<file path="config.mk">
export PLATFORM = sky130hd
export DESIGN_NAME = i2c_arbiter
export DESIGN_NICKNAME = d
export VERILOG_FILES = /design/src/rtl/i2c_arbiter.sv
export SDC_FILE = /design/constraint.sdc
export NUM_CORES = 1
export LEC_CHECK = 0
export ABC_AREA = 1
export BUFFER_PORTS_ARGS = -buffer_cell sky130_fd_sc_hd__buf_4
export CAP_MARGIN = 40
export CORE_MARGIN = 8
export CORE_UTILIZATION = 44
export DETAILED_ROUTE_END_ITERATION = 12
export GPL_ROUTABILITY_DRIVEN = 0
export HOLD_SLACK_MARGIN = 0.12
export PLACE_DENSITY_LB_ADDON = 0.15
export SLEW_MARGIN = 20
export SYNTH_ARGS = -nofsm -noshare
export SYNTH_HDL_FRONTEND = slang
export SYNTH_SLANG_ARGS = --single-unit
</file>
<file path="constraint.sdc">
create_clock -name clk -period 4.6 [get_ports clk]
set_clock_uncertainty 0.1 [all_clocks]
set_input_delay 0.23 -clock clk [delete_from_list [all_inputs] [get_ports clk]]
set_output_delay 0.23 -clock clk [all_outputs]
set_load 0.005 [all_outputs]
</file>
<file path="src/rtl/i2c_arbiter.sv">
// ---------------------------------------------------------------------------
// i2c_arbiter
//
// Shares one register-style I2C master between two requesters. An idle
// request is granted round-robin, the winner's command is latched and
// handed to the master with a one-cycle start strobe, and completion (or
// timeout) is reported back to the winner with a one-cycle response pulse.
//
// Handshake semantics (all signals sampled on the rising edge of clk):
//   - A requester raises req[i] with its command fields stable and keeps it
//     up until it sees gnt[i]. req is only looked at while the arbiter is
//     idle, so a request that is withdrawn before being granted never
//     produces a transaction.
//   - gnt[i] is a one-cycle pulse in the cycle the command is issued to the
//     master; the requester may change its fields afterwards.
//   - rsp_valid[i] is a one-cycle pulse; rsp_rdata/rsp_err are valid with it
//     and keep their value until the next response.
//   - m_start is a one-cycle strobe; the command fields stay stable until
//     the next grant.
//
// Ports:
//   clk, rst           clock, synchronous active-high reset
//   req, req_rw        per-requester request and direction (1 = read)
//   req_slave_addr     7-bit slave address per requester ([7i+6:7i])
//   req_reg_addr       7-bit register address per requester ([7i+6:7i])
//   req_wdata          8-bit write data per requester ([8i+7:8i])
//   gnt                one-cycle accept pulse per requester
//   rsp_valid          one-cycle completion pulse per requester
//   rsp_rdata, rsp_err read data / timeout flag, held until next response
//   m_start            start strobe to the I2C master
//   m_read_write, m_slave_addr, m_reg_addr, m_data_in  command to master
//   m_busy, m_done, m_data_out                         status from master
//   state_ind          current FSM state (IDLE=0 .. RESP=4)
// ---------------------------------------------------------------------------
module i2c_arbiter #(
    parameter int TIMEOUT = 1024
) (
    input  logic        clk,
    input  logic        rst,
    input  logic [1:0]  req,
    input  logic [1:0]  req_rw,
    input  logic [13:0] req_slave_addr,
    input  logic [13:0] req_reg_addr,
    input  logic [15:0] req_wdata,
    output logic [1:0]  gnt,
    output logic [1:0]  rsp_valid,
    output logic [7:0]  rsp_rdata,
    output logic        rsp_err,
    output logic        m_start,
    output logic        m_read_write,
    output logic [6:0]  m_slave_addr,
    output logic [6:0]  m_reg_addr,
    output logic [7:0]  m_data_in,
    input  logic        m_busy,
    input  logic        m_done,
    input  logic [7:0]  m_data_out,
    output logic [2:0]  state_ind
);

    typedef enum logic [2:0] {
        IDLE      = 3'd0,
        ISSUE     = 3'd1,
        WAIT_BUSY = 3'd2,
        WAIT_DONE = 3'd3,
        RESP      = 3'd4
    } state_t;

    // Last wait-cycle count before the transaction is abandoned.
    localparam logic [15:0] CNT_LAST = 16'(TIMEOUT - 1);

    state_t      state;
    logic        winner;
    logic        last_served;
    logic [15:0] cnt;
    logic        pick;

    // Round-robin choice: on contention the requester that was not served
    // last wins; a lone requester always wins.
    always_comb begin
        pick = req[1];
        if (req == 2'b11) begin
            pick = ~last_served;
        end
    end

    assign state_ind = state;

    always_ff @(posedge clk) begin
        if (rst) begin
            state        <= IDLE;
            winner       <= 1'b0;
            last_served  <= 1'b1;
            cnt          <= 16'd0;
            gnt          <= 2'b00;
            rsp_valid    <= 2'b00;
            rsp_rdata    <= 8'h00;
            rsp_err      <= 1'b0;
            m_start      <= 1'b0;
            m_read_write <= 1'b0;
            m_slave_addr <= 7'd0;
            m_reg_addr   <= 7'd0;
            m_data_in    <= 8'h00;
        end else begin
            gnt       <= 2'b00;
            rsp_valid <= 2'b00;
            m_start   <= 1'b0;

            case (state)
                IDLE: begin
                    if (req != 2'b00) begin
                        winner       <= pick;
                        gnt          <= pick ? 2'b10 : 2'b01;
                        // Raised on entry so the strobe is high exactly
                        // during the ISSUE cycle.
                        m_start      <= 1'b1;
                        m_read_write <= pick ? req_rw[1] : req_rw[0];
                        m_slave_addr <= pick ? req_slave_addr[13:7] : req_slave_addr[6:0];
                        m_reg_addr   <= pick ? req_reg_addr[13:7] : req_reg_addr[6:0];
                        m_data_in    <= pick ? req_wdata[15:8] : req_wdata[7:0];
                        state        <= ISSUE;
                    end
                end

                ISSUE: begin
                    cnt   <= 16'd0;
                    state <= WAIT_BUSY;
                end

                WAIT_BUSY: begin
                    // A master that finishes before ever showing busy is
                    // accepted as a completed transaction.
                    if (m_done && !m_busy) begin
                        rsp_rdata <= m_read_write ? m_data_out : 8'h00;
                        rsp_err   <= 1'b0;
                        rsp_valid <= winner ? 2'b10 : 2'b01;
                        state     <= RESP;
                    end else if (cnt == CNT_LAST) begin
                        rsp_rdata <= 8'h00;
                        rsp_err   <= 1'b1;
                        rsp_valid <= winner ? 2'b10 : 2'b01;
                        state     <= RESP;
                    end else begin
                        cnt <= cnt + 16'd1;
                        if (m_busy) begin
                            state <= WAIT_DONE;
                        end
                    end
                end

                WAIT_DONE: begin
                    // Done is checked first so it wins over a coincident
                    // timeout.
                    if (m_done) begin
                        rsp_rdata <= m_read_write ? m_data_out : 8'h00;
                        rsp_err   <= 1'b0;
                        rsp_valid <= winner ? 2'b10 : 2'b01;
                        state     <= RESP;
                    end else if (cnt == CNT_LAST) begin
                        rsp_rdata <= 8'h00;
                        rsp_err   <= 1'b1;
                        rsp_valid <= winner ? 2'b10 : 2'b01;
                        state     <= RESP;
                    end else begin
                        cnt <= cnt + 16'd1;
                    end
                end

                RESP: begin
                    last_served <= winner;
                    state       <= IDLE;
                end

                default: begin
                    state <= IDLE;
                end
            endcase
        end
    end

endmodule

</file>
-- Word level (Yosys, flattened, before mapping)
Cells that the tools add are included.
- add/sub/neg operators: 1
- multipliers: 0
- divide/modulo/power cells: 0
- $lt $le $gt $ge: 0
- eq/ne operators: 11
- shifts and indexed selects: 0
- mux-type cells: 32
- bitwise gates (word level): 3
- reduce and logical (&&, ||, !) cells: 11
- operator list (kind ; count):
    $mux 16 ; 3
    $pmux 16 s3 ; 1
    $mux 8 ; 5
    $mux 3 ; 6
    $add 16x1->16 const B ; 1
    $eq 16x10->1 const B ; 1
    $pmux 8 s2 ; 1
    $mux 7 ; 2
    $pmux 3 s4 ; 1
    $mux 2 ; 5
    $eq 3x2->1 const B ; 2
    $mux 1 ; 6
    $ne 2x2->1 const B ; 3
    $reduce_and 3->1 ; 2
    $ne 4x4->1 const B ; 1
    $pmux 2 s2 ; 1
    $reduce_bool 2->1 ; 2
    $eq 3x1->1 const B ; 1
    $eq 3x3->1 const B ; 1
    $logic_not 3->1 ; 1
    $ne 3x3->1 const B ; 1
    $not 1->1 ; 3
    $reduce_bool 3->1 ; 1
    $reduce_or 3->1 ; 1
    6 further kinds ; 6
- register bits after elaboration: 58
- bits in latches: 0
- bits in writable memories: 0
- memory bits (read-only): 0
- output and inout bits: 40
- word-level logic and storage cells: 71
- memories: 0

-- Logic depth before layout (Yosys ltp)
Gate-level depths: netlist of run 1.
- depth after elaboration: 4
- mapped depth: 12

-- Worst setup path before layout of run 1
Ideal clock, no wire load.
- path type: register to register
- from: register cnt[0]
- to: register cnt[15]
- arrival time: 1450 ps
- slack: 2935 ps
- stages on the path, launching flop included: 12
- path buffers: 1
- path through: dfxtp_1 > ha_1 > nand2_1 > nor2_4 > nand2_4 > clkinv_4 > nand3_4 > nand2_8 > inv_6 > buf_6 > a21oi_1 > nor2_1
- cells in the longest elaborated chain, start to end: 4
- elaborated cells on any way between the ends: 6
- those cells by class: 1 x add/sub; 1 x eq/ne; 4 x mux
- RTL lines (what ; RTL line ; RTL):
    start, declared ; 74 ; logic [15:0] cnt;
    start signal, assigned ; 143 ; cnt <= cnt + 16'd1;
    start signal, assigned ; 164 ; cnt <= cnt + 16'd1;
    $add 16x1->16 or $eq 16x10->1 (tied branches) ; -- ;
    $mux 16 (*) ; 137, 158 ;
    $mux 16 (on tied branches) ; 153, 132 ;
    $pmux 16 s3 (*) ; 108 ; case (state)
Mark *: on every way between the ends. The rest lies on a longest branch, timed or not. The select of a mux whose other input is x is not followed.
A chain may end at the register's enable or synchronous reset.

-- Final worst setup path of run 1
- from: register state[0], in the netlist state_ind[0]
- to: register m_slave_addr[3]
- cells in the longest elaborated chain, start to end: 2
- RTL lines (what ; RTL line ; RTL):
    start, declared ; 71 ; state_t state;
    start signal, assigned ; 90 ; state <= IDLE;
    start signal, assigned ; 120 ; state <= ISSUE;
    start signal, assigned ; 126 ; state <= WAIT_BUSY;
    $logic_not 3->1 ; 108 ;
    $reduce_and 2->1 (no source line) ; -- ;
    end signal, assigned ; 117 ; m_slave_addr <= pick ? req_slave_addr[13:7] : req_slave_addr[6:0];
    end, declared ; 51 ; output logic [6:0] m_slave_addr,
Every way passes these cells.

==> summary.md, run 1 <==
| Metric | Value |
|---|---|
| Outcome | complete, no violations |
| Type of destination of the critical path | flip-flop |
| Final #Nets | 603 |
| Crit path from | state_ind[0] |
| Skew-Pair Late Insertion Delay | around 0.34 ns |
| Final Critical Period | about 3 ns |
| Final setup margin | 1.52 ns |
| Slew Limit Headroom | 0.441 |
| Simple-gate area share of the yosys netlist | 0.306 |
| Top FF cell, synth | dfxtp_1 |
| CP Class | reg2reg |
| CP Max Fanout | 25 |
| Initial Util | 0.455 |
| Number of global-route vias before repair | roughly 3200 |
| Initial antenna violation count | 0 |
| Place WS | ~2.1 ns |
| Count leader, synth | nand2_1 |
| Crit-path max cell delay | ~0.65 ns |
| WL met2 | ~4400 um |
| Total GRT Usage | 0.206 |
| Critical path launch point type | flip-flop |
| Fraction of synthesized area in multiplexers | 0 |
| Pre-antenna DRT Iters | 5 |
| Flop pwr share | 0.386 |
| Largest family of logic cells by synthesized area | simple AND/OR/NAND/NOR gates |
| Final-layout fill cell count | 452 |
| Placed cells | approximately 540 |
| Routed wire length | slightly below 9000 um |
| Comb power frac | 0.324 |
| Setup violations, final | 0 |
| Die width | around 94 um |
| Ys async rst share | 0 |
| Clock slew at reported path FFs | 0.07 ns |
| Ys Warns | 0 |
| Post_cts resized | 0 |
| Synthesized Nets | about 440 |
| Crit share post-route | 0.670 |
| Worst R2R Start | state_ind[0] |
| Adder-Cell Fraction of Synth Area | 0.00467 |
| TritonCTS clock tree | built |
| Clock share of power | 0.291 |
| Synth top area share | 0.434 |
| Max-Cap Viols | 0 |
| Cell Int Power | between 1000 and 1500 uW |
| Share of layout cells above drive strength 1 | 0.242 |
| Die ar. | between 8000 and 9000 um^2 |
| Syn Std Cell Area | roughly 2700 um^2 |
| Hold Path Origin | m_done |
| HPWL Detailed | between 5000 and 6000 um |
| Drt drc | 0 |
| Worst ir drop on vdd | 0.231 mV |
| Max-slew violations | 0 |
| Met3 WL | between 700 and 800 um |
| Cell Chain, Critical Path | nor2_2 > nand2_1 > nor2_2 > inv_1 > a21oi_1 > a21oi_1 > dlygate4sd3_1 |
| H-tree depth | 3 |
| Port-buffer cells | 99 |
| Final Non-Filler Cells | 621 |
| N_diodes | 0 |
| Rows | 28 |
| Hold Violations, Final | 0 |
| Seq. cell area | between 1000 and 1500 um^2 |
| Initial DRC count | between 100 and 150 |
| Hold Crit Class | in2reg |
| FMAX | between 300 and 400 MHz |
| Setup TNS | 0 ns |
| Routed length per instance | ~14 um |
| Compound-Gate Fraction of Synth Area | 0.173 |
| Final ANT Viol Nets | 0 |
| Grt total ovfl | 0 |
| Global-route wire length before repair | 14500 um |
| Core area | between 5000 and 6000 um^2 |
| Metal1 wirelength | 3410 um |
| IO Pins | 100 |
| CTS Buf Count | 9 |
| CP max stage cell | nor2_2 |
| Xor/xnor cell area share of the yosys netlist | 0.00654 |
| RSZ-0062 raised after global routing | false |
| Clock sinks | 58 |
| Post-synth EDFFs | 0 |
| Synth cell types | 31 |
| Synthesized flop and latch total | a little under 60 |
| Top Layer Used | met4 |
| CP Buf/Inv Count | 2 |
| Top cell type by total area after synthesis | dfxtp_1 |
| Die height | roughly 94 um |
| Leak | between 0.0015 and 0.002 uW |
| Avg Vias per Cell | around 5.0 |
| Synth Instances | around 380 |
| Max Root-Sink Buffers | 2 |
| Largest delay share family, worst path | buffers and inverters |
| Switch Pwr | about 500 uW |
| Area of the multi-input gates | between 1000 and 1500 um^2 |
| PwrDens | approximately 370 nW/um^2 |
| Synth Area per Inst | 7.01 um^2 |
| Commonest cells post-synth | 95 x nand2_1, 62 x a21oi_1, 58 x dfxtp_1, 46 x nor2_1, 27 x o21ai_0 |
| Register area share after synthesis | 0.434 |
| Via count | 3109 |
| Area growth from synthesis to layout | 60.0% |
| Required @ worst endpoint | around 4.7 ns |
| Pin count of the biggest net entering global routing | 31 |
| Switching share of power | 0.316 |
| Most area-consuming cells after synthesis | dfxtp_1 43%, nand2_1 13%, a21oi_1 12% |
| Critical Path AT | between 3 and 4 ns |
| Clk root buf | clkbuf_8 |
| Slew @ Worst Pin | between 0.8 and 0.9 ns |
==> layout by cell type, fill, tap and decap left out, types with 2 or more instances in the layout <==
master	instances
buf_4	99
nand2_1	95
dlygate4sd3_1	63
a21oi_1	62
dfxtp_1	58
nor2_1	46
o21ai_0	27
inv_1	26
nand3_1	17
clkbuf_8	10
nor3_1	5
nand3_2	4
nor2_4	3
inv_2	2
nand2_4	2
inv_4	2
clkinv_1	2
nor2_2	2
nand4_1	2
clkbuf_1	2
clkinv_2	2
==> routing by layer <==
metal / vias to the layer above / GRT usage
li1: 1561 / -
met1: 1417 / 0.215
met2: 110 / 0.354
met3: 21 / 0.0727
met4: 0 / 0.111
met5: - / 0
==> cell type report <==
type                       instances  share of cell area
inverter                          34              0.0333
multi-input combinational        276               0.307
tap                               75              0.0219
clock inverter                     3             0.00934
timing repair buffer             163               0.324
sequential                        58               0.271
clock buffer                      12              0.0339
==> through the flow <==
stage | hold slack (ns) | power (uW) | utilization | cell area [um^2]
global placement | 0.339 | 1020 | 0.587 | 3450
CTS | 0.160 | 1580 | 0.728 | 4290
detailed placement | 0.350 | 1030 | 0.589 | 3470
finish | 0.168 | 1580 | 0.728 | 4290
floorplan | 0.277 | 846 | - | 2680
global route | 0.207 | 1660 | 0.728 | 4290
==> final timing paths <==
| kind | depth (start not counted) | slack (ns) | endpoint |
|---|---|---|---|
| max | 7 | 1.52 | m_slave_addr[3] |
| min | 4 | 0.17 | rsp_err |
| max reg2reg | 7 | 1.52 | m_slave_addr[3] |
| min reg2reg | 2 | 0.35 | rsp_err |
==> power by group through the flow <==
stage,Combinational [uW],Sequential (uW),Clock [uW]
after floorplan,229,617,0
after global placement,409,615,0
after detailed placement,416,616,0
after CTS,503,607,467
after global routing,561,615,488
final,511,609,459
==> state kept, by name (all words and copies together), names as in the netlist, 2 cells and up <==
name,cells
cnt,16
m_data_in,8
rsp_rdata,8
m_reg_addr,7
m_slave_addr,7
state_ind,3
gnt,2
rsp_valid,2
==> repair_timing <==
| item | CTS | global route |
|---|---|---|
| buffers inserted | 0 | 0 |
| endpoints found under the hold margin | 39 | 0 |
| hold buffers | 63 | 0 |
==> cell families (layout without fill, tap and decap cells) <==
kind of cell    Yosys count  count (layout)
simple gates            181             181
xor+xnor                  2               2
fa+ha+maj                 1               1
flops                    58              58
compound gates           92              92
buf+inv                  48             212
==> tightest hold or removal path, delay by kind of cell <==
family / cells / cell delay [ns]
buffers and inverters: 1 / 0.09
and+or+nand+nor: 2 / 0.19
AOI/OAI and AO/OA: 1 / 0.03
Power figures use the tool's default switching activity.
==> inputs of run 2 (changes only) <==
==> constraint.sdc (replaced) <==
create_clock -name clk -period 2.55 [get_ports clk]
set_clock_uncertainty 0.1 [all_clocks]
set_input_delay 0.1275 -clock clk [delete_from_list [all_inputs] [get_ports clk]]
set_output_delay 0.1275 -clock clk [all_outputs]
set_load 0.005 [all_outputs]
==> summary.md, run 2 (synthesis gave the netlist of run 1 again) <==
| Metric | Value |
|---|---|
| Switching share of power | 0.290 (-0.0260) |
| Routed length per instance | 14.4 um (+1.5%) |
| WHS Path Cells | 6 (+2) |
| Rows | 28 (unchanged) |
| H-tree depth | 3 (unchanged) |
| Leak | 0.00202 uW (+2.7%) |
| CP Max Fanout | 9 (-64%) |
| Final Critical Period | 2.39 ns (-0.694 ns) |
| Switch Pwr | 924 uW (+85%) |
| Required @ worst endpoint | 2.67 ns (-2.06 ns) |
| Cell Chain, Critical Path | ha_1 > nand2_1 > nor2_4 > nand2_4 > clkinv_4 > nand3_4 > nand2_4 > clkinvlp_4 > nand2_1 > a21oi_1 > dlygate4sd3_1 |
| IO Pins | 100 (unchanged) |
| Final ANT Viol Nets | 0 (unchanged) |
| CP max stage cell | dlygate4sd3_1 |
| Cell Int Power | 2260 uW (+110%) |
| Min Hold Slack | 0.150 ns (-0.0180 ns) |
| Crit share post-route | 0.937 (+0.267) |
| Hold Violations, Final | 0 (unchanged) |
| Initial DRC count | 129 (-12%) |
| TritonCTS clock tree | built |
| Max-Cap Viols | 0 (unchanged) |
| CP Buf/Inv Count | 3 (+1) |
| N_diodes | 0 (unchanged) |
| Pre-antenna DRT Iters | 4 (-1) |
| Die height | 94.0 um (unchanged) |
| Initial Util | 0.455 (unchanged) |
| Final #Nets | 608 (+0.83%) |
| Largest registers | cnt: 16 flops, m_data_in: 8 flops, rsp_rdata: 8 flops |
| Grt total ovfl | 0 (unchanged) |
| Setup violations, final | 0 (unchanged) |
| CTS Buf Count | 9 (unchanged) |
| Clock sinks | 58 (unchanged) |
| Drt drc | 0 (unchanged) |
| Global-route wire length before repair | 15100 um (+4.2%) |
| PwrDens | 723 nW/um^2 (+96%) |
| Share of layout cells above drive strength 1 | 0.254 (+0.0119) |
| Clock slew at reported path FFs | 0.07 ns (about the same) |
| Worst ir drop on vdd | 0.477 mV (+110%) |
| Critical Path AT | 2.51 ns (-0.70 ns) |
| Via count | 3130 (+0.68%) |
| Worst R2R Start | cnt[0] |
| Number of global-route vias before repair | 3264 (+2.4%) |
| Clock share of power | 0.360 (+0.069) |
| Comb power frac | 0.295 (-0.029) |
| Hold Crit Class | in2reg |
| Crit-path max cell delay | 0.57 ns (-0.08 ns) |
| Slew Limit Headroom | 0.508 (+0.0673) |
| Outcome | complete, no violations |
| RSZ-0062 raised after global routing | false |
| Die width | 94.0 um (unchanged) |
| Routed wire length | 9030 um (+2.5%) |
| FMAX | 419 MHz (+29%) |
| HPWL Detailed | 5680 um (-0.97%) |
| Final-layout fill cell count | 427 (-5.5%) |
| Skew-Pair Late Insertion Delay | 0.33 ns (about the same) |
| Clk root buf | clkbuf_8 |
| Pin count of the biggest net entering global routing | 26 (-16%) |
| Total GRT Usage | 0.213 (+0.00663) |
| Slew @ Worst Pin | 0.737 ns (-0.101 ns) |
| Final instance area | 4410 um^2 (+2.9%) |
| Post-DP Area | 3480 um^2 (+0.22%) |
| Most frequent cells in the layout | 103 x buf_4, 94 x nand2_1, 64 x dlygate4sd3_1 |
| Capturing point of the worst reg2reg path | rsp_rdata[3] |
| Largest delay share family, worst path | simple AND/OR/NAND/NOR gates |
| Initial antenna violation count | 0 (unchanged) |
| Port-buffer cells | 99 (unchanged) |
| Biggest register | cnt |
| Max Root-Sink Buffers | 2 (unchanged) |
| Hold Path End | state_ind[0] |
| Commonest non-fill, non-tap cell in the layout | buf_4 |
| Avg Vias per Cell | 4.99 (-0.29%) |
| Worst r2r path cells | 11 (+4) |
| Critical path launch point type | flip-flop |
| Core Util, Final | 0.749 (+0.0213) |
| Setup TNS | 0 ns (unchanged) |
| Max reg flops | 16 (unchanged) |
| CP Class | reg2reg |
| Area growth from synthesis to layout | 64.7% |
| Die ar. | 8840 um^2 (unchanged) |
| Max-slew violations | 0 (unchanged) |
| R2R setup slack | 0.16 ns (-1.36 ns) |
| Flop pwr share | 0.345 (-0.041) |
| Type of destination of the critical path | flip-flop |
| Core area | 5890 um^2 (unchanged) |
| Hold Path Origin | req[0] |
## run 2: cell types whose count changed in the layout (fill, tap and decap cells not counted), sizes merged
| cell | before | now |
|---|---|---|
| clkbuf | 12 | 11 |
| clkinv | 5 | 3 |
| buf | 100 | 103 |
| clkinvlp | 0 | 2 |
| dlygate4sd3 | 63 | 64 |
| bufinv | 1 | 4 |
## run 2: what timing repair did
| action | 4_1_cts | 5_1_grt |
|---|---|---|
| endpoints found under the hold margin | 41 | 0 |
| hold buffers | 64 | 0 |
| buffers inserted | 0 | 1 |
| resized for setup | 0 | 4 |
| endpoints found under the setup margin | 0 | 8 |
## run 2: worst register-to-register path: stages (launching register included)
cell and delay [ns]:
dfxtp_1 0.39, ha_1 0.20, nand2_1 0.12, nor2_4 0.17, nand2_4 0.09, clkinv_4 0.06
nand3_4 0.15, nand2_4 0.14, clkinvlp_4 0.14, nand2_1 0.10, a21oi_1 0.06, dlygate4sd3_1 0.57
## run 2: power groups by stage
stage	clock network, uW	registers (uW)	logic (uW)
finish	1150	1100	942
global route	1200	1110	1040
CTS	1160	1090	919
detailed placement	0	1110	757
global placement	0	1110	750
floorplan	0	1110	413
## run 2: final cells by class
| class | count | area, um^2 | share of cell area |
|---|---|---|---|
| timing repair inverter | 1 | 7.51 | 0.00170 |
| tap | 75 | 93.8 | 0.0213 |
| timing repair buffer | 167 | 1410 | 0.321 |
| multi-input combinational | 276 | 1320 | 0.300 |
| inverter | 34 | 146 | 0.0332 |
| clock buffer | 11 | 141 | 0.0321 |
| sequential | 58 | 1160 | 0.263 |
| clock inverter | 5 | 125 | 0.0284 |
## run 2: worst max-delay path by stage
stage / start / end / slack (ns) / cells after the start
after CTS: cnt[0] / rsp_rdata[0] / 0.06 / 11
final: cnt[0] / rsp_rdata[3] / 0.16 / 11
after detailed placement: cnt[0] / rsp_rdata[0] / 0.61 / 10
after global routing: cnt[0] / rsp_rdata[3] / 0.04 / 11
after global placement: cnt[0] / rsp_rdata[0] / 0.74 / 10
after floorplan: cnt[0] / cnt[15] / 0.88 / 11
## run 2: through the flow
step / instances / total power (uW) / setup slack [ns]
CTS: 625 / 3170 / 0.0560
global placement: 545 / 1860 / 0.743
global route: 627 / 3350 / 0.0395
detailed placement: 545 / 1870 / 0.611
floorplan: 382 / 1530 / 0.885
finish: 627 / 3190 / 0.161
## run 2: metal layers
layer  track usage  vias up  routed length [um]
li1              -     1568                   -
met1         0.223     1446                3430
met2         0.365       95                4680
met3        0.0823       21                 732
met4         0.102        0                 187
met5             0        -                   0
==> inputs of run 3 (changes only) <==
--- a/config.mk
+++ b/config.mk
@@ -8,8 +8,10 @@
 export ABC_AREA = 1
 export BUFFER_PORTS_ARGS = -buffer_cell sky130_fd_sc_hd__buf_4
 export CAP_MARGIN = 40
+export CELL_PAD_IN_SITES_DETAIL_PLACEMENT = 0
+export CELL_PAD_IN_SITES_GLOBAL_PLACEMENT = 1
 export CORE_MARGIN = 8
-export CORE_UTILIZATION = 44
+export CORE_UTILIZATION = 30
 export DETAILED_ROUTE_END_ITERATION = 12
 export GPL_ROUTABILITY_DRIVEN = 0
 export HOLD_SLACK_MARGIN = 0.12
==> summary.md, run 3 (synthesis gave the netlist of run 1 again) <==
| Metric | Value |
|---|---|
| Slew @ Worst Pin | 0.800 ns (+0.0628 ns) |
| Cell Chain, Critical Path | ha_1 > nand2_1 > nor2_4 > nand2_4 > clkinv_4 > nand3_4 > nand2_4 > clkinvlp_2 > nand2_1 > a21oi_1 > dlygate4sd3_1 |
| WHS Path Cells | 6 (unchanged) |
| PwrDens | 677 nW/um^2 (-6.3%) |
| Commonest non-fill, non-tap cell in the layout | buf_4 |
| Global-route wire length before repair | 15000 um (-0.73%) |
| Skew-Pair Late Insertion Delay | 0.34 ns (about the same) |
| Core area | 8680 um^2 (+47%) |
| Final ANT Viol Nets | 0 (unchanged) |
| Hold Violations, Final | 0 (unchanged) |
| Max reg flops | 16 (unchanged) |
| Slew Limit Headroom | 0.466 (-0.0419) |
| FMAX | 421 MHz (+0.63%) |
| Clock sinks | 58 (unchanged) |
| Required @ worst endpoint | 2.67 ns (about the same) |
| Most frequent cells in the layout | 102 x buf_4, 94 x nand2_1, 64 x dlygate4sd3_1 |
| Initial DRC count | 116 (-10%) |
| Biggest register | cnt |
| Capturing point of the worst reg2reg path | rsp_rdata[0] |
| Setup TNS | 0 ns (unchanged) |
| HPWL Detailed | 6100 um (+7.5%) |
| Outcome | complete, no violations |
| Crit share post-route | 0.931 (-0.00584) |
| CP endpoint | rsp_rdata[0] |
| TritonCTS clock tree | built |
| H-tree depth | 3 (unchanged) |
| Final-layout fill cell count | 855 (+100%) |
| Crit path from | cnt[0] |
| CP max stage cell | dlygate4sd3_1 |
| Rows | 34 (+21%) |
| R2R setup slack | 0.18 ns (about the same) |
| Die width | 110 um (+18%) |
| Routed wire length | 9110 um (+0.90%) |
| Max Root-Sink Buffers | 2 (unchanged) |
| Area growth from synthesis to layout | 64.0% |
| Max-Cap Viols | 0 (unchanged) |
| Final Critical Period | 2.37 ns (-0.0149 ns) |
| Crit-path max cell delay | 0.55 ns (-0.02 ns) |
| Worst r2r path cells | 11 (unchanged) |
| Die height | 110 um (+18%) |
| Min Hold Slack | 0.141 ns (-0.00858 ns) |
| Worst R2R Start | cnt[0] |
| Share of layout cells above drive strength 1 | 0.253 (-0.000896) |
| Setup violations, final | 0 (unchanged) |
| Initial Util | 0.309 (-0.146) |
| Total GRT Usage | 0.145 (-0.0673) |
| Max-slew violations | 0 (unchanged) |
| Pre-antenna DRT Iters | 4 (unchanged) |
| Via count | 3050 (-2.6%) |
| RSZ-0062 raised after global routing | false |
| Type of destination of the critical path | flip-flop |
| Seq. cell area | 1160 um^2 (unchanged) |
| Die ar. | 12200 um^2 (+38%) |
| Place WS | 0.652 ns (+0.0412 ns) |
| Largest registers | cnt: 16 flops, m_data_in: 8 flops, rsp_rdata: 8 flops |
| Critical Path AT | 2.50 ns (about the same) |
| N_diodes | 0 (unchanged) |
| Final setup margin | 0.176 ns (+0.0149 ns) |
| Clk root buf | clkbuf_8 |
| CTS Buf Count | 9 (unchanged) |
| Final #Nets | 607 (-0.16%) |
| CP Class | reg2reg |
| Critical path launch point type | flip-flop |
| Routed length per instance | 13.8 um (-3.9%) |
| CP Max Fanout | 9 (unchanged) |
| Grt total ovfl | 0 (unchanged) |
| IO Pins | 100 (unchanged) |
| Worst ir drop on vdd | 0.362 mV (-24%) |
| Leak | 0.00200 uW (-1.3%) |
| Pin count of the biggest net entering global routing | 26 (unchanged) |
| Post-CTS setup repair buffer count | 0 (unchanged) |
| Avg Vias per Cell | 4.64 (-7.1%) |
| Number of global-route vias before repair | 3166 (-3.0%) |
| Drt drc | 0 (unchanged) |
| Area of the multi-input gates | 1320 um^2 (unchanged) |
| Clock slew at reported path FFs | 0.07 ns (about the same) |
| Hold Crit Class | in2reg |
| Initial antenna violation count | 0 (unchanged) |
| Port-buffer cells | 99 (unchanged) |
[run 3: repair_timing]
action                     in CTS  in global routing
setup endpoints to repair       0                  8
hold endpoints to repair       41                  0
resized for setup               0                  3
hold buffers                   64                  0
[run 3: per-stage QoR]
| step | cell area (um^2) | utilization | power (uW) | instances |
|---|---|---|---|---|
| after CTS | 4380 | 0.504 | 3000 | 657 |
| after global placement | 3520 | 0.405 | 1880 | 578 |
| final | 4390 | 0.506 | 2970 | 658 |
| after detailed placement | 3520 | 0.405 | 1880 | 578 |
| after floorplan | 2680 | - | 1530 | 382 |
| after global routing | 4390 | 0.506 | 3160 | 658 |
[run 3: power breakdown]
group	switching (uW)	total (uW)	internal, uW
clock network	377	947	570
registers	72.6	1100	1020
logic	467	931	464
[run 3: worst min-delay path by stage]
stage                            start               to
CTS                             m_busy     state_ind[0]
finish                          req[0]     state_ind[0]
detailed placement     req_reg_addr[0]    m_reg_addr[0]
floorplan              req_reg_addr[0]    m_reg_addr[0]
global route                    m_busy          rsp_err
global placement    req_slave_addr[10]  m_slave_addr[3]
[run 3: cell type report]
cell class / instances / area share
Sequential cell: 58 / 0.264
Clock inverter: 5 / 0.0179
Clock buffer: 10 / 0.0313
Timing Repair Buffer: 166 / 0.320
Tap cell: 108 / 0.0308
Multi-Input combinational cell: 276 / 0.301
Inverter: 34 / 0.0333
Timing Repair inverter: 1 / 0.00114
[run 3: worst max-delay path, delay by kind of cell (launching register included)]
kind | cells | cell delay (ns)
buffers and inverters | 3 | 0.79
AND/OR/NAND/NOR | 6 | 0.75
flip-flops | 1 | 0.38
AO/OA/AOI/OAI | 1 | 0.06
adder cells (fa/ha/maj) | 1 | 0.18
[run 3: layer usage]
| metal | track usage | part of all wire |
|---|---|---|
| met5 | 0 | 0 |
| met1 | 0.156 | 0.42 |
| met3 | 0.0660 | 0.071 |
| met4 | 0.0432 | 0.017 |
| met2 | 0.249 | 0.49 |
